--- src/rtl/arm_mc_pkg.sv ---
// Shared types and encodings for the multi-cycle ARM control unit.
package arm_mc_pkg;

  typedef enum logic [3:0] {
    S_FETCH  = 4'd0,
    S_DECODE = 4'd1,
    S_MEMADR = 4'd2,
    S_MEMRD  = 4'd3,
    S_MEMWB  = 4'd4,
    S_MEMWR  = 4'd5,
    S_EXECR  = 4'd6,
    S_EXECI  = 4'd7,
    S_ALUWB  = 4'd8,
    S_BRANCH = 4'd9
  } state_e;

  // ALU op codes; shifts use the pass-B op with a shift select
  localparam int ALU_ADD = 0;
  localparam int ALU_SUB = 1;
  localparam int ALU_AND = 2;
  localparam int ALU_ORR = 3;
  localparam int ALU_SHF = 4;

  localparam int SH_NONE = 0;
  localparam int SH_LSR  = 1;
  localparam int SH_LSL  = 2;

  localparam logic [3:0] C_EQ = 4'h0, C_NE = 4'h1, C_CS = 4'h2, C_CC = 4'h3;
  localparam logic [3:0] C_MI = 4'h4, C_PL = 4'h5, C_VS = 4'h6, C_VC = 4'h7;
  localparam logic [3:0] C_HI = 4'h8, C_LS = 4'h9, C_GE = 4'ha, C_LT = 4'hb;
  localparam logic [3:0] C_GT = 4'hc, C_LE = 4'hd, C_AL = 4'he, C_NV = 4'hf;

  localparam logic [1:0] RES_ALUOUT = 2'b00, RES_DATA = 2'b01, RES_ALURES = 2'b10;
  localparam logic [1:0] SRCB_RD2 = 2'b00, SRCB_IMM = 2'b01, SRCB_FOUR = 2'b10;
  localparam logic [1:0] IMM_8 = 2'b00, IMM_12 = 2'b01, IMM_24 = 2'b10;

  function automatic logic cond_ex(input logic [3:0] cond, input logic [3:0] nzcv);
    logic n, z, c, v;
    {n, z, c, v} = nzcv;
    case (cond)
      C_EQ: return z;
      C_NE: return ~z;
      C_CS: return c;
      C_CC: return ~c;
      C_MI: return n;
      C_PL: return ~n;
      C_VS: return v;
      C_VC: return ~v;
      C_HI: return c & ~z;
      C_LS: return ~c | z;
      C_GE: return n == v;
      C_LT: return n != v;
      C_GT: return ~z & (n == v);
      C_LE: return z | (n != v);
      C_AL: return 1'b1;
      default: return 1'b0;
    endcase
  endfunction

endpackage

--- src/rtl/arm_mc_alu_dec.sv ---
// Data-processing decoder: Funct[4:0] -> ALU op, shift select, NoWrite, flag-write enables.
module arm_mc_alu_dec
  import arm_mc_pkg::*;
#(
  parameter int ALUCTRL_W = 3,
  parameter int SHIFT_W   = 2
) (
  input  logic [4:0]           funct,
  output logic [ALUCTRL_W-1:0] alu_ctrl,
  output logic [SHIFT_W-1:0]   shift,
  output logic                 nowrite,
  output logic [1:0]           flagw     // [1]=NZ, [0]=CV
);
  logic arith;

  always_comb begin
    alu_ctrl = '0;
    shift    = '0;
    nowrite  = 1'b0;
    arith    = 1'b0;
    case (funct[4:1])
      4'b0100: begin alu_ctrl = ALUCTRL_W'(ALU_ADD); arith = 1'b1; end
      4'b0010: begin alu_ctrl = ALUCTRL_W'(ALU_SUB); arith = 1'b1; end
      4'b0000: alu_ctrl = ALUCTRL_W'(ALU_AND);
      4'b1100: alu_ctrl = ALUCTRL_W'(ALU_ORR);
      4'b1101: begin alu_ctrl = ALUCTRL_W'(ALU_SHF); shift = SHIFT_W'(SH_LSR); end
      4'b1110: begin alu_ctrl = ALUCTRL_W'(ALU_SHF); shift = SHIFT_W'(SH_LSL); end
      4'b1010: begin alu_ctrl = ALUCTRL_W'(ALU_SUB); arith = 1'b1; nowrite = 1'b1; end
      default: ;
    endcase
    flagw = {funct[0], funct[0] & arith};
  end

endmodule

--- src/rtl/arm_mc_controller.sv ---
// Multi-cycle ARM control unit: main FSM, condition check and NZCV register.
// Define ARM_MC_BL_EN to have BL write the return address to R14 in BRANCH.
module arm_mc_controller
  import arm_mc_pkg::*;
#(
  parameter int         ALUCTRL_W = 3,
  parameter int         SHIFT_W   = 2,
  parameter logic [3:0] FLAGS_RST = 4'b0000
) (
  input  logic                 clk,
  input  logic                 reset,
  input  logic [3:0]           Cond,
  input  logic [1:0]           Op,
  input  logic [5:0]           Funct,
  input  logic [3:0]           Rd,
  input  logic [3:0]           ALUFlags,
  output logic                 PCWrite,
  output logic                 AdrSrc,
  output logic                 MemW,
  output logic                 IRWrite,
  output logic [1:0]           ResultSrc,
  output logic                 ALUSrcA,
  output logic [1:0]           ALUSrcB,
  output logic [1:0]           ImmSrc,
  output logic [1:0]           RegSrc,
  output logic                 RegW,
  output logic [ALUCTRL_W-1:0] ALUControl,
  output logic [SHIFT_W-1:0]   shift,
  output logic [3:0]           Flags,
  output logic                 Undef,
  output logic [3:0]           StateDbg
);
  state_e                 state, nstate;
  logic                   cond_ex_q;
  logic [3:0]             flags_q;
  logic [ALUCTRL_W-1:0]   dec_alu;
  logic [SHIFT_W-1:0]     dec_sh;
  logic                   nowrite, is_bl, exec_st, pc_dst;
  logic [1:0]             flagw;

  arm_mc_alu_dec #(.ALUCTRL_W(ALUCTRL_W), .SHIFT_W(SHIFT_W)) u_alu_dec (
    .funct(Funct[4:0]), .alu_ctrl(dec_alu), .shift(dec_sh), .nowrite(nowrite), .flagw(flagw)
  );

`ifdef ARM_MC_BL_EN
  assign is_bl = Funct[4];
`else
  assign is_bl = 1'b0;
`endif

  assign exec_st  = (state == S_EXECR) || (state == S_EXECI);
  assign pc_dst   = (Rd == 4'hf);
  assign Flags    = flags_q;
  assign StateDbg = state;

  always_ff @(posedge clk) begin
    if (reset) begin
      state     <= S_FETCH;
      flags_q   <= FLAGS_RST;
      cond_ex_q <= 1'b0;
    end else begin
      state <= nstate;
      if (state == S_DECODE) cond_ex_q <= cond_ex(Cond, flags_q);
      // a failed condition suppresses the flag update along with all writes
      if (exec_st && cond_ex_q) begin
        if (flagw[1]) flags_q[3:2] <= ALUFlags[3:2];
        if (flagw[0]) flags_q[1:0] <= ALUFlags[1:0];
      end
    end
  end

  always_comb begin
    nstate     = S_FETCH;
    PCWrite    = 1'b0;
    AdrSrc     = 1'b0;
    MemW       = 1'b0;
    IRWrite    = 1'b0;
    ResultSrc  = 2'b00;
    ALUSrcA    = 1'b0;
    ALUSrcB    = 2'b00;
    ImmSrc     = 2'b00;
    RegSrc     = 2'b00;
    RegW       = 1'b0;
    ALUControl = '0;
    shift      = '0;
    Undef      = 1'b0;
    // reset aborts the sequence with every output held at its default
    if (!reset) begin
      case (state)
        S_FETCH: begin
          IRWrite    = 1'b1;
          PCWrite    = 1'b1;
          ALUSrcA    = 1'b1;
          ALUSrcB    = SRCB_FOUR;
          ResultSrc  = RES_ALURES;
          ALUControl = ALUCTRL_W'(ALU_ADD);
          nstate     = S_DECODE;
        end
        S_DECODE: begin
          ALUSrcA   = 1'b1;
          ALUSrcB   = SRCB_FOUR;
          ResultSrc = RES_ALURES;
          ImmSrc    = (Op == 2'b11) ? IMM_8 : Op;
          RegSrc    = {Op == 2'b01, Op == 2'b10};
          case (Op)
            2'b00:   nstate = Funct[5] ? S_EXECI : S_EXECR;
            2'b01:   nstate = S_MEMADR;
            2'b10:   nstate = S_BRANCH;
            default: begin nstate = S_FETCH; Undef = 1'b1; end
          endcase
        end
        S_MEMADR: begin
          ALUSrcB    = SRCB_IMM;
          ALUControl = ALUCTRL_W'(ALU_ADD);
          nstate     = Funct[0] ? S_MEMRD : S_MEMWR;
        end
        S_MEMRD: begin
          AdrSrc = 1'b1;
          nstate = S_MEMWB;
        end
        S_MEMWB: begin
          ResultSrc = RES_DATA;
          RegW      = cond_ex_q;
          PCWrite   = cond_ex_q & pc_dst;
        end
        S_MEMWR: begin
          AdrSrc = 1'b1;
          MemW   = cond_ex_q;
        end
        S_EXECR, S_EXECI: begin
          ALUSrcB    = (state == S_EXECI) ? SRCB_IMM : SRCB_RD2;
          ALUControl = dec_alu;
          shift      = dec_sh;
          nstate     = S_ALUWB;
        end
        S_ALUWB: begin
          ResultSrc = RES_ALUOUT;
          RegW      = cond_ex_q & ~nowrite;
          PCWrite   = cond_ex_q & ~nowrite & pc_dst;
        end
        S_BRANCH: begin
          ImmSrc    = IMM_24;
          ALUSrcB   = SRCB_IMM;
          ResultSrc = RES_ALURES;
          PCWrite   = cond_ex_q;
          if (is_bl) begin
            RegW      = cond_ex_q;
            RegSrc    = 2'b01;
            ResultSrc = RES_ALUOUT;
          end
        end
        default: nstate = S_FETCH;
      endcase
    end
  end

endmodule

--- config.mk ---
export PLATFORM = sky130hd
export DESIGN_NAME = arm_mc_controller
export DESIGN_NICKNAME = d
export VERILOG_FILES = /design/src/rtl/arm_mc_pkg.sv /design/src/rtl/arm_mc_alu_dec.sv /design/src/rtl/arm_mc_controller.sv
export SDC_FILE = /design/constraint.sdc
export NUM_CORES = 1
export LEC_CHECK = 0
export CAP_MARGIN = 20
export CORE_ASPECT_RATIO = 1.2
export CORE_MARGIN = 2
export CORE_UTILIZATION = 38
export DETAILED_ROUTE_END_ITERATION = 10
export PLACE_DENSITY = 0.81
export REMOVE_ABC_BUFFERS = 1
export SYNTH_ARGS = -nofsm -noshare
export SYNTH_HDL_FRONTEND = slang
export SYNTH_SLANG_ARGS = --single-unit
--- constraint.sdc ---
create_clock -name clk -period 2.42 [get_ports clk]
set_input_delay 0.726 -clock clk [delete_from_list [all_inputs] [get_ports clk]]
set_output_delay 0.726 -clock clk [all_outputs]
set_load 0.01 [all_outputs]
==> flow_summary.json, run 1 <==
{
  "gr-usage-all-layers_pct": 24.0,
  "synth-simple-area-share_pct": 40.5,
  "cap_violations": 0,
  "reg2reg_from": "StateDbg[3]$_SDFF_PP0_",
  "post-route-util_pct": 71.8,
  "drt_iter0_markers": 21,
  "cts_tree": "yes",
  "setup_viol_count_final": 1,
  "timing.final.crit_share_pct": 101,
  "drive_gt1_share_pct": 35.7,
  "multiInputGateArea_um2": 706,
  "violations": "negative setup slack",
  "grt_pass1_vias": 1162,
  "cts_hold_buf": 0,
  "first_pass_iters": 4,
  "yosysTopAreaCell": "dfxtp_1",
  "fin_ws_ns": -0.0224,
  "yosys_warnings": 0,
  "drc_errors": 0,
  "wl_per_cell_um": 13.5,
  "slew_headroom_pct": 76.5,
  "synth-seq-cells": 9,
  "fmax_ghz": 0.409,
  "regArea_um2": 181,
  "cpMaxStageDelayCell": "or2_4",
  "antenna_found_initial": 0,
  "wirelength_um": 3070,
  "cp.arrival_ns": 1.72,
  "max_stage_delay_ns": 0.24,
  "maxSlewViolCount": 0,
  "synth_xor_area_share_pct": 6.98,
  "status": "finished with violations",
  "yosys-top-cells-area": "dfxtp_1 (21%), nor2_1 (7.3%), mux2i_1 (6.8%)",
  "fin_tns_setup_ns": -0.0224,
  "power_density_mw_per_mm2": 306,
  "path_cells": "buf_8 -> or2_4 -> nor3_4 -> buf_4 -> nand2_2 -> nor2_1 -> buf_2",
  "hp-start": "Flags[1]$_SDFFE_PP0P_",
  "design.core.area_mm2": 0.00223,
  "hold_viol_final": 0,
  "synth_top_cell_area_share_pct": 20.5,
  "worst_slew_pin_slew_ns": 0.351,
  "syn2layout_area_growth_pct": 82.8,
  "p_leak_uw": 0.000719,
  "period_needed_ns": 2.44,
  "grt_start_max_net_pins": 11,
  "combinationalPowerShare_pct": 43.3,
  "via_count": 1159,
  "synth_edf_count": 0,
  "holdCritPathClass": "reg -> reg",
  "synth_compound_area_share_pct": 16.1,
  "fin_skew_ns": 0.000295,
  "fp.dieH_um": 56.7,
  "endpoint_kind": "primary output",
  "antenna_cells": 0,
  "grt_pass1_wl_um": 4730,
  "worstSetupPathType": "in -> out",
  "cts_buffers": 3,
  "yosys_most_used_dff": "dfxtp_1",
  "p_sw_uw": 157,
  "crit_required_ns": 1.69,
  "row_count": 19,
  "pwr-share-seq_pct": 32.9,
  "synthArstFlopShare_pct": 0,
  "fillCellCount": 191,
  "p_total_uw": 491,
  "worstSkewPairLatency_ns": 0.26,
  "rsz0062_at_grt": "yes",
  "overflow": 0,
  "critPathMaxFanout": 5,
  "dp_hpwl_um": 2360,
  "nets": 219,
  "swShare_pct": 32.0,
  "clockBufferDepth": 2,
  "timing.hold.ws_ns": 0.572,
  "drt-vias-per-instance": 5.11,
  "htree_levels": 1,
  "floorplan.die_area_mm2": 0.00271,
  "gp_congestion": 0.822,
  "syn_area_um2": 878,
  "io-pin-count": 50,
  "pwr-share-clk_pct": 23.8,
  "drtAntennaViolNets": 0,
  "syn_inst": 123,
  "synth_seq_area_share_pct": 20.5,
  "numPortBuffers": 49,
  "die_w_um": 47.9,
  "p_int_uw": 334,
  "cts_sinks": 9,
  "yosys.area_share.adder_pct": 0,
  "startpoint_type": "input port",
  "avgSynthCellArea_um2": 7.14,
  "yosys.cell_types.count": 39,
  "peakVddDrop_mv": 0.242,
  "start_util_pct": 39.3,
  "crit_start": "reset",
  "synth_top_family_by_area": "simple AND/OR/NAND/NOR gates",
  "synth_mux_area_share_pct": 8.12,
  "cts.clk_slew.worst_paths_ns": 0.06,
  "root_buffer": "clkbuf_4"
}
==> cell usage in the layout (no fill, tap or decap), drive strengths merged, types with 3 or more instances in the layout <==
cell type	instances
buf	43
clkdlybuf4s50	22
nor2	17
dfxtp	9
clkbuf	9
nand2	8
nor3	7
a21oi	7
mux2i	6
dlygate4sd2	6
nand2b	6
o21ai	6
nand3	5
inv	5
xnor2	4
nand3b	4
xor2	3
and3	3
or3b	3
==> state kept, by name, summed over array words and instances, names as in the netlist <==
name and cells:
cond_ex_q 1, Flags 4, StateDbg 4
==> Yosys cell counts, types with 4 or more instances <==
master	n
nor2_1	17
dfxtp_1	9
mux2i_1	6
nand3b_1	4
nand2_1	8
nand3_1	4
nand2b_1	5
xnor2_1	4
buf_2	4
nor3_1	6
clkbuf_1	4
a21oi_1	7
==> path summary, 6_finish.rpt <==
kind | to | slack (ns) | depth (start not counted)
worst min-delay path | Flags[1]$_SDFFE_PP0P_ | 0.57 | 2
worst max-delay path | RegSrc[1] | -0.02 | 7
worst max register to register | StateDbg[3]$_SDFF_PP0_ | 0.87 | 8
worst min register to register | Flags[1]$_SDFFE_PP0P_ | 0.57 | 2
==> layout make-up <==
type / instances / share of cell area [%]
clock buffer: 4 / 1.64
inverter: 5 / 1.17
multi-input combinational: 99 / 44.0
sequential: 9 / 11.3
tap: 31 / 2.42
timing repair buffer: 79 / 39.5
==> stage by stage <==
stage / setup WS [ns] / cell area [um2] / cells
final: -0.0224 / 1610 / 227
after global routing: -0.0592 / 1610 / 227
after CTS: -0.0948 / 1590 / 227
after detailed placement: -0.866 / 1550 / 219
after global placement: -0.820 / 1550 / 219
after floorplan: 0.0713 / 828 / 113
==> power groups by stage <==
stage	combinational [uW]	sequential (uW)	clock, uW
after detailed placement	205	164	0
after global placement	199	163	0
after global routing	227	162	123
final	212	161	117
after CTS	207	161	118
after floorplan	62.8	172	0
==> cell families (layout without fill, tap and decap cells) <==
logic type | count (synthesis) | count (layout)
buffers and inverters | 15 | 88
XOR/XNOR | 7 | 7
AO/OA/AOI/OAI | 22 | 22
flip-flops | 9 | 9
AND/OR/NAND/NOR | 63 | 63
multiplexers | 7 | 7
==> repair_timing <==
action / in CTS / in global routing
buffers inserted: 4 / 1
pin swaps: 10 / 7
setup endpoints to repair: 20 / 10
resized for setup: 84 / 16
==> worst max-delay path: cells and delay by family <==
kind | cells | cell delay (ns)
buffers and inverters | 3 | 0.38
AND/OR/NAND/NOR | 4 | 0.61
==> metal layers <==
layer  share of wire (%)  vias up  wire length, um  GRT usage (%)
met2                  55       37             1670           41.5
met3                 3.8       10              118           3.22
li1                    -      582                -              -
met5                   0        -                0              0
met4                 2.6        0               79           14.7
met1                  39      530             1200           25.2
No activity file was read; power rests on OpenSTA's default activity.
==> run 2, diff against run 1 <==
--- a/config.mk
+++ b/config.mk
@@ -12,2 +12,3 @@
 export DETAILED_ROUTE_END_ITERATION = 10
+export GPL_ROUTABILITY_DRIVEN = 0
 export PLACE_DENSITY = 0.81
--- a/constraint.sdc
+++ b/constraint.sdc
@@ -3,2 +3,2 @@
 set_output_delay 0.726 -clock clk [all_outputs]
-set_load 0.01 [all_outputs]
+set_load 0.005 [all_outputs]
==> run 2 against run 1 <==
  * The run still ends with negative setup slack left
  * Maximum frequency fell by 0.44%
  * Sequential power hardly changed
  * Critical path type unchanged
  * Die area unchanged
  * Combinational power rose by 2%
  * Via count is 5.2% higher
  * Non-clock buffer count grew 4
  * Final cell count up 1.8%
  * Core utilization is 3.9 points higher
  * Clock power hardly changed
  * Largest power group unchanged
  * Critical path depth decreased by 2
==> flow_summary.json, run 2 (synthesis gave the netlist of run 1 again) <==
{
  "status": "finished with violations",
  "violations": "negative setup slack",
  "final_common_cell": "buf_4",
  "period_needed_ns": 2.45,
  "fin_ws_ns": -0.0331,
  "fp.dieH_um": 56.7,
  "crit_start": "Funct[1]",
  "setup_viol_count_final": 5,
  "cap_violations": 0,
  "via_count": 1219,
  "rsz0062_at_grt": "yes",
  "fillCellCount": 192,
  "nets": 223,
  "stdcell_count": 231,
  "dpl_worst_slack_ns": -0.802,
  "fmax_ghz": 0.408,
  "cp.arrival_ns": 1.73,
  "htree_levels": 1,
  "rrSetupSlack_ns": 0.87,
  "drtAntennaViolNets": 0,
  "dr_wl_met2_um": 1850,
  "crit_required_ns": 1.69,
  "critPathMaxFanout": 4,
  "antenna_found_initial": 0,
  "holdPathEnd": "Flags[2]$_SDFFE_PP0P_",
  "syn2layout_area_growth_pct": 92.6,
  "io-pin-count": 50,
  "fin_skew_ns": 0.00205,
  "cts.clk_slew.worst_paths_ns": 0.06,
  "cts_buffers": 3,
  "clockBufferDepth": 2,
  "grt_pass1_wl_um": 5320,
  "first_pass_iters": 4,
  "grt_start_max_net_pins": 11,
  "place_inst": 219,
  "wl_per_cell_um": 14.9,
  "slew_headroom_pct": 75.3,
  "holdCritPathClass": "reg -> reg",
  "drc_errors": 0,
  "timing.final.crit_share_pct": 101,
  "cts_hold_buf": 0,
  "antenna_cells": 0,
  "ff2ff_path_depth": 9,
  "worst_slew_pin_slew_ns": 0.370,
  "cts_sinks": 9,
  "dp_hpwl_um": 2440,
  "power_density_mw_per_mm2": 293,
  "drt_iter0_markers": 24,
  "cts_tree": "yes",
  "hp-start": "Flags[2]$_SDFFE_PP0P_",
  "drive_gt1_share_pct": 38.0,
  "maxSlewViolCount": 0,
  "worstSkewPairLatency_ns": 0.26,
  "numPortBuffers": 49,
  "root_buffer": "clkbuf_4",
  "timing.hold.ws_ns": 0.593,
  "drt-vias-per-instance": 5.28,
  "final_cell_mix": "buf_4 (32), clkdlybuf4s50_1 (23), nor2_1 (15), dlygate4sd2_1 (10), buf_2 (9)",
  "hold_viol_final": 0,
  "die_w_um": 47.9,
  "top_layer": "met4",
  "p_leak_uw": 0.000740,
  "floorplan.die_area_mm2": 0.00271,
  "r2r-end": "StateDbg[3]$_SDFF_PP0_",
  "peakVddDrop_mv": 0.215,
  "grt_pass1_vias": 1199,
  "holdPathStages": 2,
  "overflow": 0,
  "met3_length_um": 206,
  "drt-met1-wl_um": 1300,
  "reg2reg_from": "StateDbg[3]$_SDFF_PP0_",
  "startpoint_type": "input port",
  "design.core.area_mm2": 0.00223,
  "start_util_pct": 39.3,
  "endpoint_kind": "primary output",
  "wirelength_um": 3450,
  "row_count": 19,
  "gr-usage-all-layers_pct": 27.2,
  "p_total_uw": 495,
  "worstSetupPathType": "in -> out"
}
==> run 2: cell count changes in the layout (fill, tap and decap cells not counted), sizes merged <==
cell / change
clkbuf: -3
dlymetal6s2s: -1
buf: +2
clkdlybuf4s15: +1
clkdlybuf4s50: +1
dlygate4sd2: +4
==> run 2: worst max-delay path by stage <==
stage	to	slack, ns	cells after the start
finish	ALUControl[1]	-0.03	5
global route	ImmSrc[0]	-0.09	7
CTS	ImmSrc[1]	-0.05	7
detailed placement	ImmSrc[1]	-0.80	6
global placement	shift[0]	-0.78	5
floorplan	ImmSrc[1]	0.24	4
==> run 2: area by class of cell <==
type                    count  area [um2]  area share (%)
multi-input cells          99         726            42.9
repair buffers             83         696            41.1
clock buffers               4        26.3            1.55
inverters                   5        21.3            1.26
flip-flops and latches      9         184            10.9
well taps                  31        38.8            2.29
==> run 2: timing repair <==
action | CTS | global route
endpoints found under the setup margin | 20 | 12
buffers inserted | 7 | 1
cloned | 0 | 0
gates resized for setup | 85 | 14
pin swaps | 13 | 9
==> run 2: layer usage <==
| metal | global-route usage, % | vias to the layer above |
|---|---|---|
| met3 | 3.54 | 9 |
| met2 | 44.8 | 58 |
| li1 | - | 586 |
| met1 | 32.3 | 566 |
| met5 | 0 | - |
| met4 | 14.3 | 0 |
==> run 2: worst max-delay path, stage by stage <==
cell and delay (ns):
dlygate4sd2_1 0.26, buf_4 0.15, nand2b_1 0.18, nor3_1 0.18, clkdlybuf4s15_1 0.22
==> run 2: stage by stage <==
| step | utilization [%] | setup TNS (ns) | cell area [um2] |
|---|---|---|---|
| 2_1_floorplan | - | 0 | 828 |
| 3_3_place_gp | 69.5 | -12.96 | 1550 |
| 3_5_place_dp | 69.5 | -13.42 | 1550 |
| 4_1_cts | 74.3 | -0.123 | 1660 |
| 5_1_grt | 75.7 | -0.564 | 1690 |
| 6_report | 75.7 | -0.0569 | 1690 |
==> run 2: report_power, final <==
part	switching, uW	total (uW)	internal (uW)
Clock	52.5	116	63.5
Sequential	8.10	163	155
Combinational	95.0	216	121
Total	156	495	340
==> run 3, diff against run 2 <==
HOLD_SLACK_MARGIN = 0.02   (was not set)
==> results of run 3 <==
No change in the layout: final DEF, timing and power equal those of run 2.
